<file path="config.mk">
export PLATFORM = sky130hd
export DESIGN_NAME = rom_burst_reader
export DESIGN_NICKNAME = d
export VERILOG_FILES = /design/src/rtl/rom_burst_reader.sv
export SDC_FILE = /design/constraint.sdc
export NUM_CORES = 1
export LEC_CHECK = 0
export CORE_ASPECT_RATIO = 1.25
export CORE_MARGIN = 1
export CORE_UTILIZATION = 51
export DETAILED_ROUTE_END_ITERATION = 12
export PLACE_DENSITY = 0.88
export SLEW_MARGIN = 40
export SYNTH_ARGS = -nofsm -noshare
export SYNTH_HDL_FRONTEND = slang
export SYNTH_SLANG_ARGS = --single-unit
</file>
<file path="constraint.sdc">
create_clock -name clk -period 2.8 [get_ports clk]
set_clock_uncertainty 0.05 [all_clocks]
set_input_delay 0.56 -clock clk [delete_from_list [all_inputs] [get_ports clk]]
set_output_delay 0.56 -clock clk [all_outputs]
set_load 0.02 [all_outputs]
</file>
<file path="src/rtl/rom_burst_reader.sv">
// rom_burst_reader: reads a burst of consecutive ROM words and streams them out.
// A start command (address, length) launches address requests to the ROM with
// up to MAX_OUTSTANDING reads in flight; returned words are forwarded in order
// on the output stream, the final word flagged with out_last.
// Optional build macro ROM_READER_SKID_EN: registers the output path through a
// 2-entry skid buffer instead of the default combinational pass-through.
//
// state   | meaning
// --------+---------------------------------------------------------
// IDLE    | waiting for a start command, start_ready high
// RUN     | issuing addresses and forwarding returned words
// DONE    | one-cycle completion pulse on done, then back to IDLE
module rom_burst_reader #(
  parameter int W_DATA          = 8,
  parameter int W_ADDR          = 12,
  parameter int MAX_OUTSTANDING = 2
) (
  input  logic              clk,
  input  logic              rst,
  input  logic              start_valid,
  output logic              start_ready,
  input  logic [W_ADDR-1:0] start_addr,
  input  logic [W_ADDR-1:0] start_len,
  output logic              addr1_valid,
  input  logic              addr1_ready,
  output logic [W_ADDR-1:0] addr1_data,
  input  logic              data1_valid,
  output logic              data1_ready,
  input  logic [W_DATA-1:0] data1,
  output logic              out_valid,
  input  logic              out_ready,
  output logic [W_DATA-1:0] out_data,
  output logic              out_last,
  output logic              busy,
  output logic              done
);

  // Four bits covers the full legal credit range of 1..15.
  localparam int W_OUTST = 4;
  localparam logic [W_OUTST-1:0] MAX_OUTST = W_OUTST'(MAX_OUTSTANDING);

  typedef enum logic [1:0] {
    ST_IDLE = 2'd0,
    ST_RUN  = 2'd1,
    ST_DONE = 2'd2
  } state_t;

  state_t              state_q, state_d;
  logic [W_ADDR-1:0]   next_addr_q, next_addr_d;
  logic [W_ADDR-1:0]   issue_cnt_q, issue_cnt_d;
  logic [W_ADDR-1:0]   recv_cnt_q, recv_cnt_d;
  logic [W_OUTST-1:0]  outst_q, outst_d;
  logic                start_ready_q, start_ready_d;
  logic                busy_q, busy_d;
  logic                done_q, done_d;

  logic run;
  logic start_xfer;
  logic addr_xfer;
  logic d1_xfer;
  logic out_xfer;
  logic recv_last;

  assign run         = (state_q == ST_RUN);
  assign start_xfer  = start_valid & start_ready_q;
  assign addr1_valid = run & (issue_cnt_q != '0) & (outst_q < MAX_OUTST);
  assign addr1_data  = next_addr_q;
  assign addr_xfer   = addr1_valid & addr1_ready;
  assign d1_xfer     = data1_valid & data1_ready;
  assign out_xfer    = out_valid & out_ready;
  // The word accepted while one word remains is the last of the burst.
  assign recv_last   = (recv_cnt_q == W_ADDR'(1));

  assign start_ready = start_ready_q;
  assign busy        = busy_q;
  assign done        = done_q;

`ifdef ROM_READER_SKID_EN
  // Entry 0 is the head and drives the output directly from its registers.
  logic              sk0_vld_q, sk0_vld_d;
  logic [W_DATA-1:0] sk0_data_q, sk0_data_d;
  logic              sk0_last_q, sk0_last_d;
  logic              sk1_vld_q, sk1_vld_d;
  logic [W_DATA-1:0] sk1_data_q, sk1_data_d;
  logic              sk1_last_q, sk1_last_d;

  assign data1_ready = run & ~sk1_vld_q;
  assign out_valid   = sk0_vld_q;
  assign out_data    = sk0_data_q;
  assign out_last    = sk0_last_q;

  // Skid buffer: pop shifts entry 1 into the head, push fills the first free slot.
  always_comb begin
    sk0_vld_d  = sk0_vld_q;
    sk0_data_d = sk0_data_q;
    sk0_last_d = sk0_last_q;
    sk1_vld_d  = sk1_vld_q;
    sk1_data_d = sk1_data_q;
    sk1_last_d = sk1_last_q;
    if (out_xfer) begin
      sk0_vld_d  = sk1_vld_q;
      sk0_data_d = sk1_data_q;
      sk0_last_d = sk1_last_q;
      sk1_vld_d  = 1'b0;
    end
    if (d1_xfer) begin
      if (!sk0_vld_d) begin
        sk0_vld_d  = 1'b1;
        sk0_data_d = data1;
        sk0_last_d = recv_last;
      end else begin
        sk1_vld_d  = 1'b1;
        sk1_data_d = data1;
        sk1_last_d = recv_last;
      end
    end
  end

  // Skid buffer registers.
  always_ff @(posedge clk or posedge rst) begin
    if (rst) begin
      sk0_vld_q  <= 1'b0;
      sk0_data_q <= '0;
      sk0_last_q <= 1'b0;
      sk1_vld_q  <= 1'b0;
      sk1_data_q <= '0;
      sk1_last_q <= 1'b0;
    end else begin
      sk0_vld_q  <= sk0_vld_d;
      sk0_data_q <= sk0_data_d;
      sk0_last_q <= sk0_last_d;
      sk1_vld_q  <= sk1_vld_d;
      sk1_data_q <= sk1_data_d;
      sk1_last_q <= sk1_last_d;
    end
  end
`else
  // Pass-through: ROM data goes straight to the output while bursting.
  assign data1_ready = run & out_ready;
  assign out_valid   = run & data1_valid;
  assign out_data    = run ? data1 : '0;
  assign out_last    = run & data1_valid & recv_last;
`endif

  // Next-state, burst counters and credit tracking.
  always_comb begin
    state_d     = state_q;
    next_addr_d = next_addr_q;
    issue_cnt_d = issue_cnt_q;
    recv_cnt_d  = recv_cnt_q;
    outst_d     = outst_q;
    case (state_q)
      ST_IDLE: begin
        if (start_xfer) begin
          next_addr_d = start_addr;
          issue_cnt_d = start_len;
          recv_cnt_d  = start_len;
          outst_d     = '0;
          state_d     = (start_len == '0) ? ST_DONE : ST_RUN;
        end
      end
      ST_RUN: begin
        if (addr_xfer) begin
          next_addr_d = next_addr_q + W_ADDR'(1);
          issue_cnt_d = issue_cnt_q - W_ADDR'(1);
        end
        if (d1_xfer) begin
          recv_cnt_d = recv_cnt_q - W_ADDR'(1);
        end
        case ({addr_xfer, d1_xfer})
          2'b10:   outst_d = outst_q + W_OUTST'(1);
          2'b01:   outst_d = outst_q - W_OUTST'(1);
          default: outst_d = outst_q;
        endcase
        if (out_xfer && out_last) begin
          state_d = ST_DONE;
        end
      end
      ST_DONE: state_d = ST_IDLE;
      default: state_d = ST_IDLE;
    endcase
    // Status outputs are registered copies of the upcoming state.
    start_ready_d = (state_d == ST_IDLE);
    busy_d        = (state_d != ST_IDLE);
    done_d        = (state_d == ST_DONE);
  end

  // State and counter registers; start_ready stays low until the first edge after reset.
  always_ff @(posedge clk or posedge rst) begin
    if (rst) begin
      state_q       <= ST_IDLE;
      next_addr_q   <= '0;
      issue_cnt_q   <= '0;
      recv_cnt_q    <= '0;
      outst_q       <= '0;
      start_ready_q <= 1'b0;
      busy_q        <= 1'b0;
      done_q        <= 1'b0;
    end else begin
      state_q       <= state_d;
      next_addr_q   <= next_addr_d;
      issue_cnt_q   <= issue_cnt_d;
      recv_cnt_q    <= recv_cnt_d;
      outst_q       <= outst_d;
      start_ready_q <= start_ready_d;
      busy_q        <= busy_d;
      done_q        <= done_d;
    end
  end

endmodule

</file>
# [Yosys cells after proc, flatten, opt, wreduce, memory -nomap -nowiden]
# Cells that the tools add are included.
[word_totals] in_bits=38 output_inout_bits=27 register_bits=45 word_cells=58
[op_classes] n_bitwise=9 n_mux=16 add_sub_neg=5 reduce_logical=10 n_lt_le_gt_ge=1 n_eq_ne=9
[ops] cell="$pmux 12 s2" count=3
[ops] cell="$mux 12" count=5
[ops] cell="$sub 12x1->12 const B" count=2
[ops] cell="$pmux 4 s2" count=2
[ops] cell="$add 12x1->12 const B" count=1
[ops] cell="$eq 12x1->1 const B" count=1
[ops] cell="$logic_not 12->1" count=1
[ops] cell="$reduce_bool 12->1" count=1
[ops] cell="$and 1x1->1" count=9
[ops] cell="$reduce_and 3->1" count=3
[ops] cell="$mux 8" count=1
[ops] cell="$mux 2" count=3
[ops] cell="$add 4x1->4 const B" count=1
[ops] cell="$eq 2x1->1 const B" count=2
[ops] cell="$eq 2x2->1 const B" count=2
[ops] cell="$logic_not 2->1" count=2
[ops] cell="$lt 4x2->1 const B" count=1
[ops] cell="$mux 4" count=1
[ops] cell="$ne 2x1->1 const B" count=2
[ops] cell="$pmux 2 s2" count=1
[ops] cell="$reduce_bool 2->1" count=2
[ops] cell="$sub 4x1->4 const B" count=1
[ops] cell="$ne 3x1->1 const B" count=1
[ops] cell="$ne 2x2->1 const B" count=1
[ops] cell="$logic_and 1x1->1" count=1

# [Longest topological paths before layout]
[depth] ltp_word=7 ltp_mapped=13 depth_no_buf=13

# [Worst setup path before layout]
# Ideal clock, no wire load.
[synth_path] kind="register to output" startpoint="register state_q[1]" endpoint="output port addr1_valid" setup_slack_ps=314 path_buffers=3 t_arrival_ps=1876 t_required_ps=2190 path_stages_with_launch=7 cell_sequence="dfrtp_1 -> buf_2 -> nand2b_1 -> clkbuf_1 -> clkbuf_1 -> nor2_1 -> nor4b_1"
[synth_between] elab_chain_len=3
[synth_rtl] item="start: declaration" line_no="48" rtl="state_t state_q, state_d;"
[synth_rtl] item="start signal: assignment" line_no="200" rtl="state_q <= state_d;"
[synth_rtl] item="$eq 2x1->1" line_no="64" rtl="assign run = (state_q == ST_RUN);"
[synth_rtl] item="$and 1x1->1 (2 in a row)" line_no="66" rtl="assign addr1_valid = run & (issue_cnt_q != '0) & (outst_q < MAX_OUTST);"
[synth_rtl] item="end: declaration" line_no="24" rtl="output logic addr1_valid,"
# Every way passes these cells.

# [Worst setup path after layout]
[layout_path] startpoint="register recv_cnt_q[6]" endpoint="output port out_last"
[layout_between] elab_chain_len=2
[layout_rtl] item="start: declaration" line_no="51" rtl="logic [W_ADDR-1:0] recv_cnt_q, recv_cnt_d;"
[layout_rtl] item="start signal: assignment" line_no="203" rtl="recv_cnt_q <= recv_cnt_d;"
[layout_rtl] item="$eq 12x1->1" line_no="72" rtl="assign recv_last = (recv_cnt_q == W_ADDR'(1));"
[layout_rtl] item="$and 1x1->1" line_no="142" rtl="assign out_last = run & data1_valid & recv_last;"
[layout_rtl] item="end: declaration" line_no="33" rtl="output logic out_last,"
# Every way passes these cells.

==> metrics.yaml <==
gp_congestion: 0.8863
ant_nets: 0
drt-met1-wl_mm: 2.948
grt_antenna_before_repair: 0
synth-compound-area-share_pct: 27.30
slew_violations: 0
synth_area_leader_cell: "dfrtp_1"
fin_nets: 456
vias: 2910
route.met2.wl_mm: 3.688
power.internal_w: 0.002077
crit_fanout: 6
place_ws_ps: -3.519
p_leak_nw: 1.558
syn_avg_cell_area_um2: 8.276
synth_fp_nets: 391
wl_met3_um: 553
synth_top_family_by_area: "compound AO/OA/AOI/OAI gates"
synth-seq-cells: 45
fmax_ghz: 0.3719
clock-sinks: 45
gr-total-overflow: 0
n_antenna_cell: 0
synthSimpleGateAreaFrac_pct: 23.84
yosysWarnings: 0
numCtsBuffers: 5
grt_setup_unrepaired: "false"
h-tree-depth: 2
status: "complete, no violations"
swShare_pct: 44.36
p_per_area_nw_per_um2: 1002
ios: 65
cpPeakStageDelay_ps: 430
synth.distinct_cells: 56
dp_hpwl_mm: 5.243
comb_power_share_pct: 53.0
placed_cells: 467
fp.coreArea_um2: 5405
die-area_um2: 5904
arrival_ps: 2080
dr.first_iter.drc_count: 276
grt_max_degree: 67
synth_area_leaders: "dfrtp_1 39%, a21oi_1 8.8%, nand2_1 4.7%"
synthesis.area_um2: 2855
std_cell_rows: 30
clk_pin_slew_ps: 90
critical_path.slowest_cell: "dfrtp_1"
synth_edf_count: 0
tightest_slew_ps: 626.8
wl_per_cell_um: 15.45
syn_inst: 345
stdcell_count: 475
cts_hold_buf: 0
power_switching_w: 0.001656
fin_crit_ps: 2689
start_util_pct: 52.82
clockRootBuffer: "clkbuf_8"
setup_ws_ps: 110.8
async_reset_ff_share_pct: 100.0
crit_chain: "or3_1, nor3_2, and4b_1, and2_1, dlygate4sd2_1"
crit_required_ps: 2190
die_x_um: 68.93
synth_xor_area_share_pct: 0.3067
synth_flop_cell: "dfrtp_1"
yosysSeqAreaShare_pct: 39.44
slew_headroom_pct: 58.21
clk_latency_ps: 300
die_y_um: 85.66
seqPwrFrac_pct: 35.2
grt.total_usage_pct: 26.85
wl_mm: 7.337
grt_pass1_wl_mm: 12.10
top_layer_used: "met4"
syn2layout_area_growth_pct: 30.50
clkPwrFrac_pct: 11.8
dr.pass1.iters: 5
cts_tree: "yes"
end_kind: "output pin"
drc_errors: 0
setup_violations: 0
portBuffers: 64
ir_drop_mv: 0.6064
max-clock-path-buffers: 2
via_per_inst: 6.126
finalCritPeriodShare_pct: 96.04
hold_violations: 0
drive_gt1_share_pct: 8.759
place_area_um2: 3616
final_area_um2: 3726
crit_path_start_kind: "flip-flop"
grt_pass1_vias: 2675
synth_top_area_share_pct: 39.44
synthMuxAreaShare_pct: 0.7450
hold_class: "flip-flop to flip-flop"
max_cap_violations: 0
cts_setup_buffers: 0
critical_path_class: "flip-flop to output pin"
synthAdderAreaFrac_pct: 3.769
## per-layer routing
metal	vias up	GRT usage, %
met5	-	0
met4	0	10.39
met3	16	3.856
met2	124	43.69
met1	1371	35.38
li1	1399	-
## kinds of logic (layout without fill, tap and decap cells)
kind of cell	count (synthesis)	in the layout
AO/OA/AOI/OAI	128	128
XOR/XNOR	1	1
adder cells (fa/ha/maj)	8	8
buffers and inverters	31	97
flip-flops	45	45
multiplexers	2	2
AND/OR/NAND/NOR	130	130
## registers in the layout, summed over array words and instances (netlist names)
signal,flops
issue_cnt_q,12
state_q,2
addr1_data,12
start_ready,1
done,1
busy,1
recv_cnt_q,12
outst_q,4
## power groups by stage
stage	clock, W	combinational [W]	sequential (W)
after floorplan	0	0.00120	0.00136
after global placement	0	0.00190	0.00130
after detailed placement	0	0.00197	0.00131
after CTS	0.000446	0.00197	0.00130
after global routing	0.000475	0.00221	0.00137
final	0.000441	0.00198	0.00131
## worst max-delay path, delay by kind of cell (launching register included)
family / cells / cell delay [ps]
and+or+nand+nor: 4 / 1020
DFF: 1 / 430
buffers and inverters: 1 / 320
## layout by cell type (no fill, tap or decap), types with 2 or more instances in the layout
cell	netlist	final
o32ai_1	2	2
nor4_1	4	4
nand4_1	2	2
nand3_1	12	12
ha_1	7	7
o21ai_0	19	19
nand3b_1	2	2
nor2_1	25	25
buf_4	2	12
inv_1	12	11
or4b_4	2	2
or4_1	2	2
a22oi_1	4	4
a2bb2oi_1	3	3
o22a_1	5	5
clkdlybuf4s50_1	0	62
clkbuf_8	0	7
a31o_2	2	2
a22o_1	3	3
dfrtp_1	45	45
dlygate4sd2_1	0	2
and3_1	4	4
a31oi_1	6	6
nor3_1	11	10
a21oi_1	50	50
a21o_1	2	2
nand2_1	36	36
and2_1	11	11
o22ai_1	11	11
nor4b_1	3	2
or3_1	6	6
o21ai_1	10	10
## timing repair
| item | in CTS | in global routing |
|---|---|---|
| setup endpoints to repair | 2 | 1 |
| gates resized for setup | 3 | 1 |
| hold endpoints to repair | 0 | 0 |
## worst paths after layout
| kind | depth (start not counted) | startpoint | slack, ps | end |
|---|---|---|---|---|
| max | 5 | recv_cnt_q[6] | 110 | out_last |
| min | 2 | recv_cnt_q[11] | 490 | recv_cnt_q[11] |
| max reg2reg | 12 | issue_cnt_q[5] | 240 | outst_q[3] |
| min reg2reg | 2 | recv_cnt_q[11] | 490 | recv_cnt_q[11] |
| max in group asynchronous | 3 | rst | 1640 | outst_q[1] |
| min in group asynchronous | 3 | rst | 660 | addr1_data[8] |
## cells in the mapped netlist (7+ instances only)
cell type	number
a21oi_1	50
and2_1	11
clkbuf_1	10
dfrtp_1	45
ha_1	7
inv_1	12
nand2_1	36
nand3_1	12
nor2_1	25
nor3_1	11
o21ai_0	19
o21ai_1	10
o22ai_1	11
## per-stage QoR
stage	TNS, ps	hold slack, ps	utilization (%)	total power (W)
finish	0	489.7	68.94	0.003733
global placement	0	449.6	66.90	0.003200
detailed placement	-3.519	459.6	66.90	0.003276
CTS	0	480.8	68.82	0.003720
global route	0	517.9	68.94	0.004053
floorplan	0	419.2	-	0.002563
## layout make-up
class                   count  area (µm²)
well taps                  64       80.08
fillers                   443        1679
flip-flops and latches     45        1126
clock inverters             1       5.005
clock buffers               7       96.34
inverters                  12       45.04
multi-input cells         269        1625
repair buffers             77       748.2
(Power assumes the default switching activity.)
==> edit 1 (same flow settings) <==
`next_addr_q` no longer has a reset.
--- a/src/rtl/rom_burst_reader.sv
+++ b/src/rtl/rom_burst_reader.sv
@@ -189,7 +189,6 @@
   always_ff @(posedge clk or posedge rst) begin
     if (rst) begin
       state_q       <= ST_IDLE;
-      next_addr_q   <= '0;
       issue_cnt_q   <= '0;
       recv_cnt_q    <= '0;
       outst_q       <= '0;
@@ -198,7 +197,6 @@
       done_q        <= 1'b0;
     end else begin
       state_q       <= state_d;
-      next_addr_q   <= next_addr_d;
       issue_cnt_q   <= issue_cnt_d;
       recv_cnt_q    <= recv_cnt_d;
       outst_q       <= outst_d;
@@ -208,5 +206,9 @@
     end
   end
 
+  always_ff @(posedge clk) begin
+    next_addr_q <= next_addr_d;
+  end
+
 endmodule
 
Formal check against the unedited RTL: differs if rst is asserted again (counterexample within 4 cycles, from zero or initial values and one cycle with rst high); with rst held inactive, the same outputs for 10 cycles.
==> edit 1 against the unedited design <==
Wire length fell by 2.2%. Die area fell by 2.1%. Clock power rose by 12%. Design area fell by 1.4%. Sequential cell count did not move. Setup slack improved by 0.043 ns. Power fell by 1.9%. Area after synthesis fell by 2.1%. Critical endpoint is now out_data[6]. Largest power group unchanged.
==> edit 1: results (changes against the unedited design) <==
- Source of the worst hold timing path: issue_cnt_q[10]
- GR Layer Usage met1: 33.2% (-2.1 points)
- Yosys cell types: 59 (+5.4%)
- Synth top cells by count: sky130_fd_sc_hd__nand2_1, sky130_fd_sc_hd__o21ai_0, sky130_fd_sc_hd__dfrtp_1
- Syn nets: 363 (-7.2%)
- End of the worst hold path: issue_cnt_q[10]
- Count of flip-flops with a built-in enable after synthesis: 12 (+12)
- Outcome: finished, final reports clean
- Core Box Area: 0.00519 mm2 (-4.0%)
- Via total after detailed routing: 2,687 (-7.7%)
- Reg power frac: 35.4% (+0.2 points)
- Detailed-routed wire length on met3: 449 um (-19%)
- Length of routed wiring on met1: 2940 um (-0.17%)
- Ratio of cells with drive above 1 in the final layout: 10.6% (+1.8 points)
- Routed length on met2: 3690 um (about the same)
- Met3 track demand over resource: 5.16% (+1.3 points)
- DRC marker count from the first detailed-route iteration: 126 (-54%)
- Final weighted congestion of routability-driven global placement: 0.898 (+1.3%)
- Longest individual stage delay on the worst path: 0.60 ns (+0.17 ns)
- Cell type of the slowest stage on the worst timing path: sky130_fd_sc_hd__clkdlybuf4s50_1
- Layout net count: 433 (-5.0%)
- Number of cells after detailed placement: 442 (-5.4%)
- Post-Place Setup Slack: 0.0562 ns (+0.0597 ns)
- Number of clock buffers in the layout: 6 (-1)
- CP Capture Point: out_data[6]
- Final worst hold slack: 0.474 ns (-0.0160 ns)
- Switching portion of total power: 43.2% (-1.2 points)
- Non-clk invs: 9 (-3)
- Wire length of the first global-routing pass: 11,800 um (-2.6%)
- Startpoint of the most critical register-to-register path: issue_cnt_q[0]
- Average routed wire per standard cell: 15.9 um (+3.2%)
- Post-route total power: 3.66 mW (-1.9%)
- Clock network power share: 13.5% (+1.7 points)
- Maximum vdd ir drop: 0.593 mV (-2.2%)
- Global routing usage summed across all routing layers: 26.9% (+0.048 points)
- Synth async-reset ratio: 73.3% (-27 points)
[edit 1: changes by cell type after synthesis, moves of 4 or more]
cell / delta
sky130_fd_sc_hd__a31oi_1: -4
sky130_fd_sc_hd__inv_1: -4
sky130_fd_sc_hd__dfrtp_1: -12
sky130_fd_sc_hd__o21ai_1: -7
sky130_fd_sc_hd__xnor2_1: +4
sky130_fd_sc_hd__nand2_1: +6
sky130_fd_sc_hd__o21ai_0: +21
sky130_fd_sc_hd__o22ai_1: -11
sky130_fd_sc_hd__edfxtp_1: +12
sky130_fd_sc_hd__a21oi_1: -32
sky130_fd_sc_hd__xor2_1: +7
[edit 1: cell families (layout without fill, tap and decap cells)]
group	after synthesis	after routing	synth area share, %
AOI/OAI and AO/OA	94	94	20.8
xor gates and xnor gates	12	12	3.76
buffers and inverters	24	95	3.63
DFF	45	45	42.4
muxes	1	1	0.358
and+or+nand+nor	133	133	25.2
adders and majority gates	8	8	3.85
==> edit 2 (same flow settings) <==
Made on the original files. The localparam `W_OUTST` goes from 4 to 5.
--- a/src/rtl/rom_burst_reader.sv
+++ b/src/rtl/rom_burst_reader.sv
@@ -36,7 +36,7 @@
 );
 
   // Four bits covers the full legal credit range of 1..15.
-  localparam int W_OUTST = 4;
+  localparam int W_OUTST = 5;
   localparam logic [W_OUTST-1:0] MAX_OUTST = W_OUTST'(MAX_OUTSTANDING);
 
   typedef enum logic [1:0] {
Formal check against the unedited RTL: same outputs for any inputs over 10 cycles, from zero or initial values and one cycle with rst high; that may be too few to reach the edited logic, so the function may still have changed.
==> edit 2 against the unedited design <==
Clock power fell by 3%. Power fell by 1.6%. Sequential cell count rose by 1. Synthesized cell count rose by 0.58%. Non-clock buffer count rose by 9. Design area rose by 2.7%. Wire length rose by 7.4%. Setup slack improved by 0.038 ns. Area after synthesis rose by 2.6%. Hold slack got worse by 0.042 ns. Critical endpoint unchanged.
==> edit 2: results (changes against the unedited design) <==
- Outcome: finished, final reports clean
- GR Layer Usage met1: 33.4% (-2.0 points)
- Area contributors post-synth: sky130_fd_sc_hd__dfrtp_1, sky130_fd_sc_hd__a21oi_1, sky130_fd_sc_hd__o21ai_0
- Data arrival at the endpoint of the critical path: 2.04 ns (-0.04 ns)
- Maximum vdd ir drop: 0.569 mV (-6.2%)
- Slew at the pin closest to its max-slew limit: 0.725 ns (+0.0982 ns)
- Vias in the first global route: 2,913 (+8.9%)
- Share of synthesized area spent on multiplexers: 0.726% (-0.019 points)
- Leakage dissipation: 1.56 nW (+0.43%)
- Startpoint of the most critical register-to-register path: issue_cnt_q[0]
- Longest individual stage delay on the worst path: 0.60 ns (+0.17 ns)
- Global routing usage summed across all routing layers: 27.6% (+0.71 points)
- Final weighted congestion of routability-driven global placement: 0.842 (-5.0%)
- Detailed Routing Iterations Pass 1: 4 (-1)
- Layout net count: 469 (+2.9%)
- Xor and xnor area share after synthesis: 0.299% (-0.0077 points)
- Net switching power of the design: 1.65 mW (-0.37%)
- Source of the worst hold timing path: recv_cnt_q[10]
- Synth top cells by count: sky130_fd_sc_hd__dfrtp_1, sky130_fd_sc_hd__a21oi_1, sky130_fd_sc_hd__o21ai_0
- Cell type of the slowest stage on the worst timing path: sky130_fd_sc_hd__or4_1
- Post-Place Setup Slack: 0.00157 ns (+0.00509 ns)
- Sequential element share of the synthesized area: 39.3% (-0.14 points)
- Pin count of the biggest net entering global routing: 47 (-30%)
- P_comb: 1.93 mW (-3%)
- Wire length of the first global-routing pass: 13,200 um (+9.4%)
- Syn Inst Count: 347 (+0.58%)
- Compound-Gate Fraction of Synth Area: 25.7% (-1.6 points)
- Yosys cell types: 53 (-5.4%)
- # fillers: 449 (+1.4%)
- Number of cells after detailed placement: 477 (+2.1%)
- Ratio of cells with drive above 1 in the final layout: 10.4% (+1.6 points)
- Detailed-routed wire length on met3: 401 um (-27%)
- End of the worst hold path: recv_cnt_q[10]
- Routed length on met2: 4090 um (+11%)
==> edit 2: changes by cell type after synthesis, sizes merged, moves of 3 or more <==
cell and delta:
a21oi -10, o21ai +9, nand2 -8, nor2 +6, o22ai -6, nand2b +5, nor3b +5, a22oi -4
or3 -4, or4 +4, a31o -3
==> edit 2: cell type report <==
type                            instances  area share, %
Multi-Input combinational cell        272           43.0
Sequential cell                        46           30.1
Timing Repair Buffer                   86           21.3
Tap cell                               64           2.09
Clock buffer                            5           1.80
Inverter                               11           1.08
Clock inverter                          3          0.556
==> edit 2: cells by family after synthesis <==
kind of cell,after synthesis
and+or+nand+nor,137
DFF,46
xor gates and xnor gates,1
AOI/OAI and AO/OA,123
buffers and inverters,29
muxes,2
adders and majority gates,9
==> edit 2: timing repair <==
| item | CTS | global route |
|---|---|---|
| setup buffers | 0 | 2 |
| resized for setup | 2 | 3 |
| endpoints found under the setup margin | 2 | 2 |
| pin swaps | 0 | 0 |
